### src/rtl/axicb_resp_pkg.sv
// Shared types and helpers for the crossbar read-response router.
package axicb_resp_pkg;

    localparam logic [1:0] OKAY   = 2'b00;
    localparam logic [1:0] EXOKAY = 2'b01;
    localparam logic [1:0] SLVERR = 2'b10;
    localparam logic [1:0] DECERR = 2'b11;

    typedef enum logic {IDLE, ROUTE} state_t;

    // Lowest set bit wins; an all-zero vector maps to index 0.
    function automatic logic [1:0] onehot_to_idx(input logic [3:0] onehot);
        logic [1:0] idx;
        idx = 2'd0;
        for (int i = 3; i >= 0; i--) begin
            if (onehot[i]) idx = 2'(i);
        end
        return idx;
    endfunction

endpackage

### src/rtl/axicb_resp_fifo.sv
// Order FIFO holding the winning master index of each accepted AR.
module axicb_resp_fifo #(
    parameter int DEPTH = 4,
    parameter int W     = 2
) (
    input  logic                       aclk,
    input  logic                       aresetn,
    input  logic                       push,
    input  logic [W-1:0]               din,
    input  logic                       pop,
    output logic [W-1:0]               dout,
    output logic                       full,
    output logic                       empty,
    output logic [$clog2(DEPTH):0]     count
);
    localparam int PW = $clog2(DEPTH);
    localparam int CW = PW + 1;

    logic [W-1:0]  mem [DEPTH];
    logic [PW-1:0] wptr;
    logic [PW-1:0] rptr;
    logic [CW-1:0] count_q;
    logic          push_ok;
    logic          pop_ok;

    assign full    = (count_q == CW'(DEPTH));
    assign empty   = (count_q == '0);
    assign push_ok = push & ~full;
    assign pop_ok  = pop & ~empty;
    assign dout    = mem[rptr];
    assign count   = count_q;

    always_ff @(posedge aclk) begin
        if (push_ok) mem[wptr] <= din;
    end

    always_ff @(posedge aclk) begin
        if (!aresetn) begin
            wptr    <= '0;
            rptr    <= '0;
            count_q <= '0;
        end else begin
            if (push_ok) wptr <= wptr + 1'b1;
            if (pop_ok)  rptr <= rptr + 1'b1;
            case ({push_ok, pop_ok})
                2'b10:   count_q <= count_q + 1'b1;
                2'b01:   count_q <= count_q - 1'b1;
                default: count_q <= count_q;
            endcase
        end
    end

endmodule

### src/rtl/axicb_resp_router.sv
// Steers one slave's R bursts back to the master that won each AR, in issue order.
// Optional protocol checking (sticky err) is built when AXICB_RESP_CHECK_EN is defined.
//
// state | meaning
// IDLE  | no routing active, R channel stalled
// ROUTE | head of order FIFO owns the R channel until RLAST handshake
module axicb_resp_router
    import axicb_resp_pkg::*;
#(
    parameter int MST_NB      = 4,
    parameter int DATA_W      = 32,
    parameter int ID_W        = 8,
    parameter int OSTDG_DEPTH = 4
) (
    input  logic                           aclk,
    input  logic                           aresetn,
    input  logic [MST_NB-1:0]              grant,
    input  logic                           mst_arvalid,
    output logic                           mst_arready,
    output logic                           slv_arvalid,
    input  logic                           slv_arready,
    input  logic                           slv_rvalid,
    output logic                           slv_rready,
    input  logic [DATA_W-1:0]              slv_rdata,
    input  logic [1:0]                     slv_rresp,
    input  logic [ID_W-1:0]                slv_rid,
    input  logic                           slv_rlast,
    output logic [MST_NB-1:0]              mst_rvalid,
    input  logic [MST_NB-1:0]              mst_rready,
    output logic [DATA_W-1:0]              mst_rdata,
    output logic [1:0]                     mst_rresp,
    output logic [ID_W-1:0]                mst_rid,
    output logic                           mst_rlast,
    output logic [$clog2(OSTDG_DEPTH):0]   ostd_cnt,
    output logic                           err
);
    localparam int IW = $clog2(MST_NB);

    state_t        state;
    logic          full;
    logic          empty;
    logic          push;
    logic          pop;
    logic          route;
    logic [3:0]    grant_ext;
    logic [1:0]    grant_idx;
    logic [IW-1:0] head;

    assign slv_arvalid = mst_arvalid & ~full;
    assign mst_arready = slv_arready & ~full;
    assign push        = slv_arvalid & slv_arready;

    always_comb begin
        grant_ext             = '0;
        grant_ext[MST_NB-1:0] = grant;
    end
    assign grant_idx = onehot_to_idx(grant_ext);

    axicb_resp_fifo #(.DEPTH(OSTDG_DEPTH), .W(IW)) u_order_fifo (
        .aclk    (aclk),
        .aresetn (aresetn),
        .push    (push),
        .din     (grant_idx[IW-1:0]),
        .pop     (pop),
        .dout    (head),
        .full    (full),
        .empty   (empty),
        .count   (ostd_cnt)
    );

    assign route = (state == ROUTE) & ~empty;

    always_comb begin
        mst_rvalid = '0;
        slv_rready = 1'b0;
        if (route) begin
            mst_rvalid[head] = slv_rvalid;
            slv_rready       = mst_rready[head];
        end
    end

    assign pop       = route & slv_rvalid & slv_rready & slv_rlast;
    assign mst_rdata = slv_rdata;
    assign mst_rresp = slv_rresp;
    assign mst_rid   = slv_rid;
    assign mst_rlast = slv_rlast;

    // A concurrent push keeps the count non-zero, so only a lone pop of the last entry idles.
    always_ff @(posedge aclk) begin
        if (!aresetn) begin
            state <= IDLE;
        end else begin
            case (state)
                IDLE:    if (!empty) state <= ROUTE;
                ROUTE:   if (pop && !push && ostd_cnt == 1) state <= IDLE;
                default: state <= IDLE;
            endcase
        end
    end

`ifdef AXICB_RESP_CHECK_EN
    logic            orphan;
    logic            bad_grant;
    logic            rid_flip;
    logic            seen;
    logic [ID_W-1:0] rid_q;

    assign orphan    = (state == IDLE) & slv_rvalid;
    assign bad_grant = push & ~((grant != '0) && ((grant & (grant - 1'b1)) == '0));
    assign rid_flip  = route & slv_rvalid & seen & (slv_rid != rid_q);

    always_ff @(posedge aclk) begin
        if (!aresetn) begin
            err   <= 1'b0;
            seen  <= 1'b0;
            rid_q <= '0;
        end else begin
            if (orphan | bad_grant | rid_flip) err <= 1'b1;
            if (pop) begin
                seen <= 1'b0;
            end else if (route & slv_rvalid) begin
                seen  <= 1'b1;
                rid_q <= slv_rid;
            end
        end
    end

`ifndef SYNTHESIS
    a_orphan:    assert property (@(posedge aclk) disable iff (!aresetn) !orphan)
        else $error("orphan R response while idle");
    a_bad_grant: assert property (@(posedge aclk) disable iff (!aresetn) !bad_grant)
        else $error("grant not one-hot on AR push");
    a_rid_flip:  assert property (@(posedge aclk) disable iff (!aresetn) !rid_flip)
        else $error("RID changed inside a burst");
`endif
`else
    assign err = 1'b0;
`endif

endmodule

### config.mk
export PLATFORM = sky130hd
export DESIGN_NAME = axicb_resp_router
export DESIGN_NICKNAME = d
export VERILOG_FILES = /design/src/rtl/axicb_resp_pkg.sv /design/src/rtl/axicb_resp_fifo.sv /design/src/rtl/axicb_resp_router.sv
export SDC_FILE = /design/constraint.sdc
export NUM_CORES = 1
export LEC_CHECK = 0
export ABC_AREA = 0
export CORE_AREA = 5 5 80 64
export DETAILED_ROUTE_END_ITERATION = 6
export DIE_AREA = 0 0 85 69
export GPL_TIMING_DRIVEN = 1
export PLACE_DENSITY = 0.78
export SLEW_MARGIN = 20
export SYNTH_ARGS = -nofsm -noshare
export SYNTH_HDL_FRONTEND = slang
export SYNTH_SLANG_ARGS = --single-unit
### constraint.sdc
create_clock -name aclk -period 3.08 [get_ports aclk]
set_input_delay 0.616 -clock aclk [delete_from_list [all_inputs] [get_ports aclk]]
set_output_delay 0.616 -clock aclk [all_outputs]
set_load 0.02 [all_outputs]
==> impl_metrics.py <==
metrics = {
    "die": {
        "dieWidth_um": 85,
        "core_sq_um": 4260,
        "row_count": 21,
        "io_pins": 110,
        "die_area_sq_um": 5870,
        "initial_utilization_pct": 30.7,
        "die_y_um": 69,
    },
    "detailed_routing": {
        "drtAntennaViolNets": 0,
        "dr.first_iter.drc_count": 15,
        "remaining_drc_errors": 0,
        "firstDrtPassIters": 3,
        "wl_mm": 1.93,
        "vias": 744,
        "drt-wirelength-per-cell_um": 10.9,
        "vias_per_cell": 4.20,
    },
    "clock_network": {
        "path_clk_slew_ns": 0.07,
        "cts_tree": "built",
        "clock_latency_ns": 0.25,
        "post_cts_buffers": 0,
        "clockRootBuffer": "clkbuf_8",
        "cts_buffer_depth": 2,
        "clkSinkCount": 18,
        "cts_buffers": 3,
        "cts_max_level": 1,
    },
    "outcome": {
        "status": "complete, no violations",
    },
    "global_route": {
        "grt_pass1_wl_mm": 3.04,
        "antenna_found_initial": 0,
        "first_global_vias": 675,
        "gr-total-overflow": 0,
        "grt_max_degree": 11,
        "track_usage_pct": 6.48,
    },
    "layout": {
        "drive_gt1_share_pct": 9.17,
        "area_delta_synth_final_pct": 3.07,
        "postLayoutCellArea_sq_um": 1350,
        "fin_nets": 186,
        "insertedDiodeCount": 0,
    },
    "sta": {
        "setup_viol": 0,
        "maxSlewViolCount": 0,
        "fin_setup_tns_ns": 0,
        "fin_worst_skew_ns": 0.00639,
        "period_share_pct": 90.5,
        "finalCriticalPeriod_ns": 2.79,
        "rsz0062_at_grt": "false",
        "max_freq_mhz": 359,
        "hold_violations": 0,
    },
    "logic_synthesis": {
        "synthDistinctLibCells": 28,
        "yosys-top-cells-area": "buf_4 25%, edfxtp_1 18%, dfxtp_1 15%",
        "ys_ff_latch": 18,
        "avgSynthCellArea_sq_um": 9.67,
        "yosysSeqAreaShare_pct": 33.7,
        "syn_inst": 135,
        "syn-num-nets": 200,
        "yosysTopAreaCell": "buf_4",
        "ys_warn_count": 0,
        "syn_area_sq_um": 1310,
        "yosysTopAreaCellShare_pct": 25.3,
    },
    "critical_path": {
        "slowest_delay_ns": 0.62,
        "end_kind": "output pin",
        "critPathArrivalTime_ns": 2.17,
        "crit_type": "reg2out",
        "path_cells": "inv_1 -> ha_1 -> nand2b_1 -> and3_1 -> nand2_1 -> nor2_1 -> clkdlybuf4s50_1",
        "slowest_stage": "clkdlybuf4s50_1",
        "startpoint": "u_order_fifo.count[0]",
        "crit_family": "buffers and inverters",
        "worstPathRequired_ns": 2.46,
        "cp-start-kind": "flip-flop",
        "critPathMaxFanout": 5,
        "crit_buf_inv": 2,
    },
    "hold_path": {
        "min_path_type": "reg2reg",
        "holdCritStartpoint": "u_order_fifo.rptr[1]",
    },
    "placement": {
        "placed_area_sq_um": 1300,
        "gp_congestion": 0.765,
        "dpl.hpwl_mm": 1.60,
        "port_buffers": 24,
    },
    "flow_run": {
        "max-cap-violations": 0,
    },
    "power": {
        "power_density_nw_per_um2": 377,
        "power_leakage_nw": 0.519,
        "vdd_ir_drop_max_uv": 134,
    },
}
cells in the mapped netlist (all sizes together):
| master | count |
|---|---|
| a21boi | 3 |
| a21oi | 3 |
| and2 | 4 |
| and3 | 6 |
| buf | 44 |
| clkbuf | 1 |
| conb | 1 |
| dfxtp | 10 |
| edfxtp | 8 |
| ha | 9 |
| inv | 6 |
| mux2 | 1 |
| mux2i | 6 |
| mux4 | 2 |
| nand2 | 8 |
| nand2b | 3 |
| nand3 | 1 |
| nor2 | 6 |
| nor2b | 1 |
| nor3 | 4 |
| nor3b | 1 |
| o21ai | 3 |
| or3 | 1 |
| xnor2 | 3 |
final cells by class:
class                           instances  area [sq um]
Clock buffer                            3          41.3
Clock inverter                          1          3.75
Fill cell                             441          2910
Inverter                                6          22.5
Multi-Input combinational cell         66           508
Sequential cell                        18           440
Tap cell                               57          71.3
Timing Repair Buffer                   26           258
repair_timing:
| item | in CTS | in global routing |
|---|---|---|
| hold buffers | 0 | 0 |
| gates resized for setup | 0 | 1 |
| setup endpoints to repair | 0 | 1 |
kinds of logic (layout without fill, tap and decap cells):
family,Yosys count,count (layout),share of synthesized area (%)
AO/OA/AOI/OAI,9,9,4.03
XOR/XNOR,3,3,2.01
adder cells (fa/ha/maj),9,9,8.63
buffers and inverters,51,36,27.3
flip-flops,18,18,33.7
multiplexers,9,9,9.20
other,1,1,0.287
AND/OR/NAND/NOR,35,35,14.8
final timing paths:
| path | end | cells after the start | slack (ns) |
|---|---|---|---|
| worst min register to register | u_order_fifo.rptr[1] | 2 | 0.47 |
| worst min-delay path | u_order_fifo.rptr[1] | 2 | 0.47 |
| worst max register to register | u_order_fifo.count[2] | 7 | 0.60 |
| worst max-delay path | mst_rvalid[2] | 7 | 0.29 |
layout by cell type, fill, tap and decap left out:
cell type	netlist	layout
ha_1	9	9
nor2b_1	1	1
inv_1	6	6
edfxtp_1	8	8
mux4_2	2	2
clkinv_1	0	1
a21oi_1	3	3
buf_4	44	2
nor2_1	5	5
nor3_1	3	3
nor3b_1	1	1
mux2i_1	6	6
dlymetal6s2s_1	0	1
nor3_2	1	1
nor2_4	1	1
clkbuf_8	0	3
and2_1	3	3
or3_1	1	1
a21boi_0	3	3
and3_2	1	1
and2_0	1	1
dfxtp_1	10	10
and3_1	5	5
xnor2_1	3	3
mux2_4	1	1
nand2b_1	3	3
o21ai_0	3	3
nand2_1	8	8
nand3_1	1	1
clkdlybuf4s50_1	0	23
conb_1	1	1
routing by layer:
metal	wire [um]	global-route usage (%)
met5	0	0
met2	776	8.36
met1	961	8.47
met3	173	4.05
met4	21	2.64
per-stage QoR:
step / hold WS, ns / setup slack (ns) / power [W] / util (%) / std cells
finish: 0.472 / 0.292 / 0.000508 / 31.6 / 177
global route: 0.498 / 0.159 / 0.000535 / 31.6 / 177
CTS: 0.474 / 0.0602 / 0.000516 / 31.5 / 177
detailed placement: 0.466 / 0.298 / 0.000353 / 30.5 / 173
global placement: 0.460 / 0.324 / 0.000351 / 30.5 / 173
floorplan: 0.445 / 0.251 / 0.000395 / - / 135
worst register-to-register path: stages (launching register included):
cell	delay (ns)
dfxtp_1	0.37
mux4_2	0.60
mux2i_1	0.15
mux2_4	0.31
nor2_4	0.17
ha_1	0.31
or3_1	0.36
a21boi_0	0.16
where the power goes:
group / leakage, nW / internal [W] / switching (W) / total, W
Clock: 0.0231 / 0.0000885 / 0.0000729 / 0.000161
Combinational: 0.341 / 0.0000437 / 0.0000385 / 0.0000822
Sequential: 0.155 / 0.000257 / 0.00000657 / 0.000264
Power figures use the tool's default switching activity.
